==> src/rtl/tremolo_pkg.sv <==
// Shared definitions for the tremolo LFO blocks: period width, rate limits,
// the FSM state type and a saturating clamp used on widened period values.
package tremolo_pkg;

  localparam int PERIOD_W = 23;

  localparam logic [PERIOD_W-1:0] DEF_PERIOD_MIN     = 23'd480000;
  localparam logic [PERIOD_W-1:0] DEF_PERIOD_MAX     = 23'd8000000;
  localparam logic [PERIOD_W-1:0] DEF_PERIOD_DEFAULT = 23'd4800000;
  localparam logic [PERIOD_W-1:0] DEF_STEP           = 23'd240000;
  localparam logic [PERIOD_W-1:0] DEF_SLEW_STEP      = 23'd4800;

  typedef enum logic {
    IDLE = 1'b0,
    SLEW = 1'b1
  } rate_state_t;

  // Saturate a one-bit-wider value into [lo, hi].
  function automatic logic [PERIOD_W-1:0] clamp_period(
    input logic [PERIOD_W-1:0] lo,
    input logic [PERIOD_W-1:0] hi,
    input logic [PERIOD_W:0]   v
  );
    logic [PERIOD_W-1:0] r;
    if (v < {1'b0, lo}) begin
      r = lo;
    end else if (v > {1'b0, hi}) begin
      r = hi;
    end else begin
      r = v[PERIOD_W-1:0];
    end
    return r;
  endfunction

endpackage

==> src/rtl/tremolo_rate_ctrl.sv <==
// LFO rate controller: button/preset requests update a clamped target period,
// and the live period slews toward it by at most SLEW_STEP per sample strobe.
module tremolo_rate_ctrl
  import tremolo_pkg::*;
#(
  parameter logic [PERIOD_W-1:0] PERIOD_MIN     = DEF_PERIOD_MIN,
  parameter logic [PERIOD_W-1:0] PERIOD_MAX     = DEF_PERIOD_MAX,
  parameter logic [PERIOD_W-1:0] PERIOD_DEFAULT = DEF_PERIOD_DEFAULT,
  parameter logic [PERIOD_W-1:0] STEP           = DEF_STEP,
  parameter logic [PERIOD_W-1:0] SLEW_STEP      = DEF_SLEW_STEP
) (
  input  logic                clk,
  input  logic                rst_n,
  input  logic                sample_strobe,
  input  logic                btn_faster,
  input  logic                btn_slower,
  input  logic                preset_load,
  input  logic [PERIOD_W-1:0] preset_period,
  output logic [PERIOD_W-1:0] period,
  output logic [PERIOD_W-1:0] target,
  output logic                busy
);

  if (!((PERIOD_MIN <= PERIOD_DEFAULT) && (PERIOD_DEFAULT <= PERIOD_MAX) &&
        (SLEW_STEP > 23'd0))) begin : g_param_check
    $fatal(1, "tremolo_rate_ctrl: illegal period parameters");
  end

  rate_state_t         state_q, state_d;
  logic [PERIOD_W-1:0] target_q, target_d;
  logic [PERIOD_W-1:0] period_q, period_d;
  logic                busy_q, busy_d;

  logic [PERIOD_W:0]   dec_s;
  logic [PERIOD_W:0]   inc_s;
  logic [PERIOD_W-1:0] gap_s;

  // Target request: preset wins, then exactly one of faster/slower.
  always_comb begin
    target_d = target_q;
    dec_s    = {1'b0, target_q} - {1'b0, STEP};
    inc_s    = {1'b0, target_q} + {1'b0, STEP};
    if (preset_load) begin
      target_d = clamp_period(PERIOD_MIN, PERIOD_MAX, {1'b0, preset_period});
    end else if (btn_faster && !btn_slower) begin
      // A set top bit means the subtraction borrowed below zero.
      if (dec_s[PERIOD_W]) begin
        target_d = PERIOD_MIN;
      end else begin
        target_d = clamp_period(PERIOD_MIN, PERIOD_MAX, dec_s);
      end
    end else if (btn_slower && !btn_faster) begin
      target_d = clamp_period(PERIOD_MIN, PERIOD_MAX, inc_s);
    end else begin
      target_d = target_q;
    end
  end

  // Slew FSM: steps the live period toward the registered target on strobes.
  always_comb begin
    state_d  = state_q;
    period_d = period_q;
    gap_s    = 23'd0;
    case (state_q)
      IDLE: begin
        if (target_q != period_q) begin
          state_d = SLEW;
        end else begin
          state_d = IDLE;
        end
      end
      SLEW: begin
        if (sample_strobe) begin
          if (target_q >= period_q) begin
            gap_s = target_q - period_q;
          end else begin
            gap_s = period_q - target_q;
          end
          if (gap_s <= SLEW_STEP) begin
            period_d = target_q;
            state_d  = IDLE;
          end else if (target_q > period_q) begin
            period_d = period_q + SLEW_STEP;
          end else begin
            period_d = period_q - SLEW_STEP;
          end
        end else begin
          period_d = period_q;
        end
      end
      default: begin
        state_d  = IDLE;
        period_d = period_q;
      end
    endcase
    busy_d = (state_d == SLEW);
  end

  // State, target, live period and busy registers.
  always_ff @(posedge clk or negedge rst_n) begin
    if (!rst_n) begin
      state_q  <= IDLE;
      target_q <= PERIOD_DEFAULT;
      period_q <= PERIOD_DEFAULT;
      busy_q   <= 1'b0;
    end else begin
      state_q  <= state_d;
      target_q <= target_d;
      period_q <= period_d;
      busy_q   <= busy_d;
    end
  end

  assign period = period_q;
  assign target = target_q;
  assign busy   = busy_q;

endmodule

==> config.mk <==
export PLATFORM = sky130hd
export DESIGN_NAME = tremolo_rate_ctrl
export DESIGN_NICKNAME = d
export VERILOG_FILES = /design/src/rtl/tremolo_pkg.sv /design/src/rtl/tremolo_rate_ctrl.sv
export SDC_FILE = /design/constraint.sdc
export NUM_CORES = 1
export LEC_CHECK = 0
export ABC_AREA = 1
export BUFFER_PORTS_ARGS = -buffer_cell sky130_fd_sc_hd__buf_2
export CAP_MARGIN = 20
export CORE_ASPECT_RATIO = 1.5
export CORE_MARGIN = 3
export CORE_UTILIZATION = 63
export DETAILED_ROUTE_END_ITERATION = 6
export GPL_ROUTABILITY_DRIVEN = 0
export PLACE_DENSITY = 0.9
export SYNTH_ARGS = -nofsm -noshare
export SYNTH_HDL_FRONTEND = slang
export SYNTH_SLANG_ARGS = --single-unit
==> constraint.sdc <==
create_clock -name clk -period 4.6 [get_ports clk]
set_input_delay 0 -clock clk [delete_from_list [all_inputs] [get_ports clk]]
set_output_delay 0 -clock clk [all_outputs]
set_load 0.02 [all_outputs]
==> out/results.txt, run 1 <==
Status: complete, no violations
TritonCTS clock tree: done
Worst-skew pair later-pin latency: 300 ps
Synth Area in Simple Gates: 0.497
Fin Setup TNS: 0 ps
Cts repair resizes: 0
Sw power: 4.63 mW
Via count: 10.1k
Die width: 100 um
Final ANT Viol Nets: 0
WP data arrival: 4420 ps
Kind of critical path: flip-flop to flip-flop
CTS clk-pin slew, worst paths: 70 ps
Hold Crit Class: input port to flip-flop
Pwr Total: 7.50 mW
Max cap viols: 0
Register bit total from synthesis: 47
Achievable frequency: 239 MHz
First-pass GRT wire length: 46,400 um
Post-CTS setup buffer count: 0
H-tree depth: 2
NumNets Final: 1,683
GRT Util Overall: 0.388
Pwr Density: 825 mW/mm2
CTS sink count: 47
Final hold vios: 0
Wire per inst: 16.5 um
CP top delay family: simple AND/OR/NAND/NOR gates
Fin cells: 1,749
Final worst path period share: 0.909
RSZ-0062 raised after global routing: no
Relative slew slack: 0.359
Fillcell total: 1,174
Post-synthesis xor/xnor area fraction: 0.0469
Seq/Total Area, Yosys: 0.142
IO Pins: 76
Worst Tran Pin Value: 961 ps
Part of the power in combinational logic: 0.842
Vias in the first global route: 9,578
Mapped Cells: 1,524
Worst path bufs/invs: 2
Largest net degree at the start of global routing: 48
Cells after DPL: 1,733
Drt pass-1 iters: 6
Distinct cells, synth: 47
Critical path's largest stage delay: 650 ps
Area Overhead vs Synth: 8.04%
Clk root buf: clkbuf_16
Worst Path Max Fanout: 7
DRC: 0
Sw Ratio: 0.617
Post-synth EDFFs: 0
Worst hold slack: 39.1 ps
Ant. Diodes: 0
Via density: 5.79
Worst Skew: 8.96 ps
Minimum clock period: 4180 ps
Clk pwr share: 0.050
DRT iter0 DRCs: 948
Die Y: 147 um
CP endpoint kind: flip-flop
Final Util: 0.698
Initial antenna violation count: 0
Final HPWL DP: 22,800 um
DRT Wirelength: 28,800 um
Post-synthesis adder-cell area fraction: 0.0994
Starting Density: 0.646
Post-synthesis compound-gate area fraction: 0.0796
Proportion of synthesized area in mux cells: 0
P_leak: 5.31 nW
Slew Viols, Final: 0
Main combinational cell family by area after synthesis: simple AND/OR/NAND/NOR gates
Mapped Nets: 1,618
Post-synth top flop: dfrtp_1
Setup-failing EPs final: 0
Ys Warns: 0
Gr ovfl total: 0
Async set-reset flop share out of synthesis: 1.00
Core Region: 0.0130 mm2
Core Rows: 51
Internal power: 2.87 mW
PortBufs: 75
Syn avg cell area: 5.52 um2
Die Area: 0.0148 mm2
Num CTS Buffers: 5
Critical path cell sequence: ha_1 -> nand2_1 -> inv_1 -> nand2_1 -> nand2_1 -> a21oi_2 -> nand3_2 -> nand2_1 -> inv_1 -> ha_1 -> nand2_1 -> o21ai_0 -> nand2_1 -> nand2_1 -> a21oi_1 -> o21ai_0 -> nand2_1 -> nand2_1 -> nand2_1 -> nand2_1 -> xor2_1 -> nand4_1 -> nand3_1
Area occupied by multi-input gates: 0.00608 mm2
Maximum vdd drop: 462 uV
Register area: 0.00120 mm2
Top cell by count, worst path: nand2_1
Crit-path slowest cell: dfstp_2
CP required: 4840 ps
Flop pwr share: 0.107
Maximum root-to-sink buffer count: 2
Worst Setup Start Kind: flip-flop
Share of cells above drive strength 1: 0.105
Mapped Area: 0.00841 mm2
[routing by layer]
layer | wire length, um | global-route usage | part of all wire | vias up
met5 | 0 | 0 | 0 | -
met4 | 2650 | 0.291 | 0.092 | 0
met3 | 2230 | 0.0637 | 0.077 | 195
met2 | 14100 | 0.666 | 0.49 | 564
met1 | 9830 | 0.420 | 0.34 | 4453
li1 | - | - | - | 4920
[logic make-up (layout without fill, tap and decap cells)]
kind of cell | count (synthesis) | after routing
buffers and inverters | 281 | 347
and+or+nand+nor | 967 | 967
AOI/OAI and AO/OA | 119 | 119
adders and majority gates | 65 | 65
DFF | 47 | 47
xor gates and xnor gates | 45 | 45
[path summary, 6_finish.rpt]
check	slack, ps	to	from	cells after the start
min in group asynchronous	330	period[1]	rst_n	3
max in group asynchronous	3810	period[21]	rst_n	3
min reg2reg	530	period[22]	period[22]	2
min	40	target[7]	preset_period[7]	3
max	420	period[18]	target[22]	23
max reg2reg	420	period[18]	target[22]	23
[tightest hold or removal path, stage by stage]
cell,delay [ps]
buf_2,90
a21oi_1,60
a21oi_1,130
[registers in the layout, summed over array words and instances, names as in the netlist]
| signal | count |
|---|---|
| period | 23 |
| target | 23 |
| busy | 1 |
[metrics by stage]
stage	setup WS (ps)	instance area (um2)
final	419	9080
after global routing	45.7	9080
after CTS	498	9080
after detailed placement	614	8860
after global placement	761	8860
after floorplan	694	8410
[what timing repair did]
action / in CTS / in global routing
hold buffers: 8 / 0
endpoints found under the hold margin: 38 / 0
endpoints found under the setup margin: 0 / 0
[cell type report]
| class | count | share of cell area |
|---|---|---|
| multi-input cells | 1196 | 0.669 |
| flip-flops and latches | 47 | 0.132 |
| inverters | 243 | 0.100 |
| repair buffers | 96 | 0.0609 |
| well taps | 159 | 0.0219 |
| clock buffers | 5 | 0.0138 |
| clock inverters | 3 | 0.00220 |
[cell usage after synthesis, types with 2 or more instances]
cell type    n  share of area
fa_1         3         0.0071
nor2_2       5         0.0037
o21ai_2      7         0.0073
clkbuf_1    10         0.0045
o22ai_1      3         0.0022
dfstp_2     16          0.050
buf_6        4         0.0054
xor2_1      37          0.039
nand3b_1     7         0.0062
dfrtp_1     31          0.092
nand2_2     11         0.0082
a21oi_1     66          0.039
nand2_4      2         0.0027
buf_2       18          0.011
inv_1      224           0.10
nor4_1       5         0.0037
o21bai_1     3         0.0027
nand4_1     65          0.048
buf_4        4         0.0036
a31oi_1      2         0.0015
nand3_2      3         0.0036
and2_1       2         0.0015
ha_1        62          0.092
nor2_1      92          0.041
inv_2       14         0.0062
nand3_4      2         0.0042
a21oi_2      3         0.0031
o21ai_0     27          0.016
nor2_4       5         0.0067
nand3_1    121          0.072
nor3_1      13         0.0077
clkinv_1     5         0.0022
xnor2_1      8         0.0083
nand2_1    631           0.28
[placed cells by master (no fill, tap or decap), types with 7 or more instances in the layout]
cell type | netlist | routed
a21oi_1 | 66 | 66
buf_2 | 18 | 75
buf_4 | 4 | 13
dfrtp_1 | 31 | 31
dfstp_2 | 16 | 16
dlygate4sd3_1 | 0 | 8
ha_1 | 62 | 62
inv_1 | 224 | 224
inv_2 | 14 | 14
nand2_1 | 631 | 631
nand2_2 | 11 | 11
nand3_1 | 121 | 121
nand3b_1 | 7 | 7
nand4_1 | 65 | 65
nor2_1 | 92 | 92
nor3_1 | 13 | 13
o21ai_0 | 27 | 27
o21ai_2 | 7 | 7
xnor2_1 | 8 | 8
xor2_1 | 37 | 37
[power groups by stage]
stage               Combinational (mW)  Clock, mW  Sequential [mW]
finish                            6.31      0.378            0.803
global route                      7.02      0.391            0.820
CTS                               6.15      0.379            0.791
detailed placement                6.09          0            0.797
global placement                  5.98          0            0.788
floorplan                         4.62          0            0.897
Note: power is estimated with default switching activity, not from simulation.
==> run 2, diff against run 1 <==
Settings changed: RECOVER_POWER from default to 50.
==> run 2 against run 1 <==
  * The run now ends with design-rule violations, max-capacitance violations, max-slew violations left
  * Clock skew is essentially flat
  * Clock power is essentially flat
  * Worst hold slack lost 3.9 ps
  * Utilization shrank 0.25 points
  * Sequential share of layout area is essentially flat
  * Combinational power is essentially flat
  * Via count grew 0.87%
  * Largest cell class unchanged
  * Cell area shrank 0.36%
==> out/results.txt, run 2 (synthesized netlist as in run 1, its figures left out) <==
Status: finished with violations
Violated checks: design-rule violations, max-capacitance violations, max-slew violations
Max cap viols: 1
Vias in the first global route: 9,578
Met1 Use GR: 0.420
Worst Skew: 8.99 ps
Minimum clock period: 4190 ps
Final Util: 0.695
Top cell by count, worst path: nand2_1
Via count: 10.2k
Drt pass-1 iters: 7
Via density: 5.84
Core Rows: 51
Final ANT Viol Nets: 0
CTS clk-pin slew, worst paths: 70 ps
Die Y: 147 um
Cts repair resizes: 0
Largest net degree at the start of global routing: 48
Gr ovfl total: 0
Num CTS Buffers: 5
Maximum vdd drop: 474 uV
Crit-path slowest cell: dfstp_2
Fin Setup TNS: 0 ps
Global Route met2 Usage: 0.666
Worst Tran Pin Value: 2660 ps
Share of cells above drive strength 1: 0.0899
H-tree depth: 2
Starting Density: 0.646
NumNets Final: 1,683
CP required: 4840 ps
CP top delay family: simple AND/OR/NAND/NOR gates
Worst-skew pair later-pin latency: 300 ps
Final HPWL DP: 22,800 um
Worst Path Max Fanout: 13
Ant. Diodes: 0
Relative slew slack: -0.776
Wire per inst: 16.5 um
Number of cells on the critical path: 25
CTS sink count: 47
Fillcell total: 1,194
GR met3 Demand/Resource: 0.0637
Hold Path End: target[7]
Die width: 100 um
PortBufs: 75
Area Overhead vs Synth: 7.65%
Core Region: 0.0130 mm2
R2R cell count: 25
Pwr Density: 829 mW/mm2
Pwr Total: 7.51 mW
Final worst path period share: 0.910
Final hold vios: 0
Fin cells: 1,749
Top Usage Layer GRT: met2
WP data arrival: 4420 ps
Post-CTS setup buffer count: 0
Hold Crit Class: input port to flip-flop
Post-Layout Inst Area: 0.00905 mm2
RSZ-0062 raised after global routing: no
Setup-failing EPs final: 0
Critical path's largest stage delay: 700 ps
Cells after DPL: 1,733
Achievable frequency: 239 MHz
GRT Util Overall: 0.388
Kind of critical path: flip-flop to flip-flop
Hold Path Origin: preset_period[7]
FF-to-FF End: period[18]
Initial antenna violation count: 0
DRC: 2
DRT iter0 DRCs: 919
Most frequent cells in the layout: nand2_1, inv_1, nand3_1
Placed Area: 0.00886 mm2
Most common cell after layout, fill and taps aside: nand2_1
Worst Setup Start Kind: flip-flop
DRT Wirelength: 28,900 um
First-pass GRT wire length: 46,400 um
Hold path depth: 3
Maximum root-to-sink buffer count: 2
Worst path bufs/invs: 2
CP endpoint kind: flip-flop
P_leak: 5.23 nW
Slew Viols, Final: 48
Reg2reg setup slack: 410 ps
IO Pins: 76
R2r startpoint: target[12]
Clk root buf: clkbuf_16
TritonCTS clock tree: done
Die Area: 0.0148 mm2
-- run 2: cell count changes in the layout (fill, tap and decap cells not counted) --
cell,before,now
buf_4,13,12
clkbuf_1,0,24
buf_2,75,52
-- run 2: power by group --
group	internal (mW)	switching [mW]	leakage [nW]
registers	0.594	0.212	0.549
logic	2.06	4.26	4.62
clock network	0.201	0.179	0.0658
total	2.85	4.65	5.23
-- run 2: worst reg2reg max path, cell delays in order, from the launching register on --
cell	delay [ps]
dfstp_2	700
ha_1	380
nand2_1	100
nand2_1	60
nand2_1	60
nand2_1	80
inv_2	80
nand2_1	50
nand2_1	140
nand3_2	100
nand2_1	150
inv_1	100
ha_1	370
nand2_1	60
o21ai_0	260
nand2_1	130
nand2_1	90
a21oi_1	130
o21ai_0	390
nand2_1	100
nand2_1	110
nand2_1	50
nand2_1	70
xor2_1	160
nand4_1	110
nand3_1	110
-- run 2: worst max-delay path by stage --
stage,from,endpoint,slack [ps]
after detailed placement,period[10],period[18],610
after floorplan,period[10],period[18],690
after global routing,period[10],period[18],50
after CTS,period[10],period[18],500
final,target[12],period[18],410
after global placement,period[10],period[18],760
-- run 2: area by class of cell --
class | instances | area, um2 | area share
Multi-Input combinational cell | 1196 | 6080 | 0.672
Tap cell | 159 | 199 | 0.0220
Clock inverter | 3 | 20.0 | 0.00221
Clock buffer | 5 | 125 | 0.0138
Timing Repair Buffer | 96 | 520 | 0.0575
Inverter | 243 | 912 | 0.101
Sequential cell | 47 | 1200 | 0.132
-- run 2: through the flow --
| step | hold slack, ps | setup slack (ps) |
|---|---|---|
| after CTS | 39.3 | 498 |
| after floorplan | -296 | 694 |
| after detailed placement | 138 | 614 |
| after global routing | 59.0 | 45.7 |
| after global placement | 127 | 761 |
| final | 35.2 | 414 |
-- run 2: per-layer routing --
layer  up-vias  part of all wire
met5         -                 0
met4         0             0.091
met3       200             0.086
met2       614              0.49
met1      4488              0.33
li1       4918                 -
-- run 2: repair_timing --
item | CTS | global route
endpoints found under the setup margin | 0 | 0
hold endpoints to repair | 38 | 0
hold buffers | 8 | 0
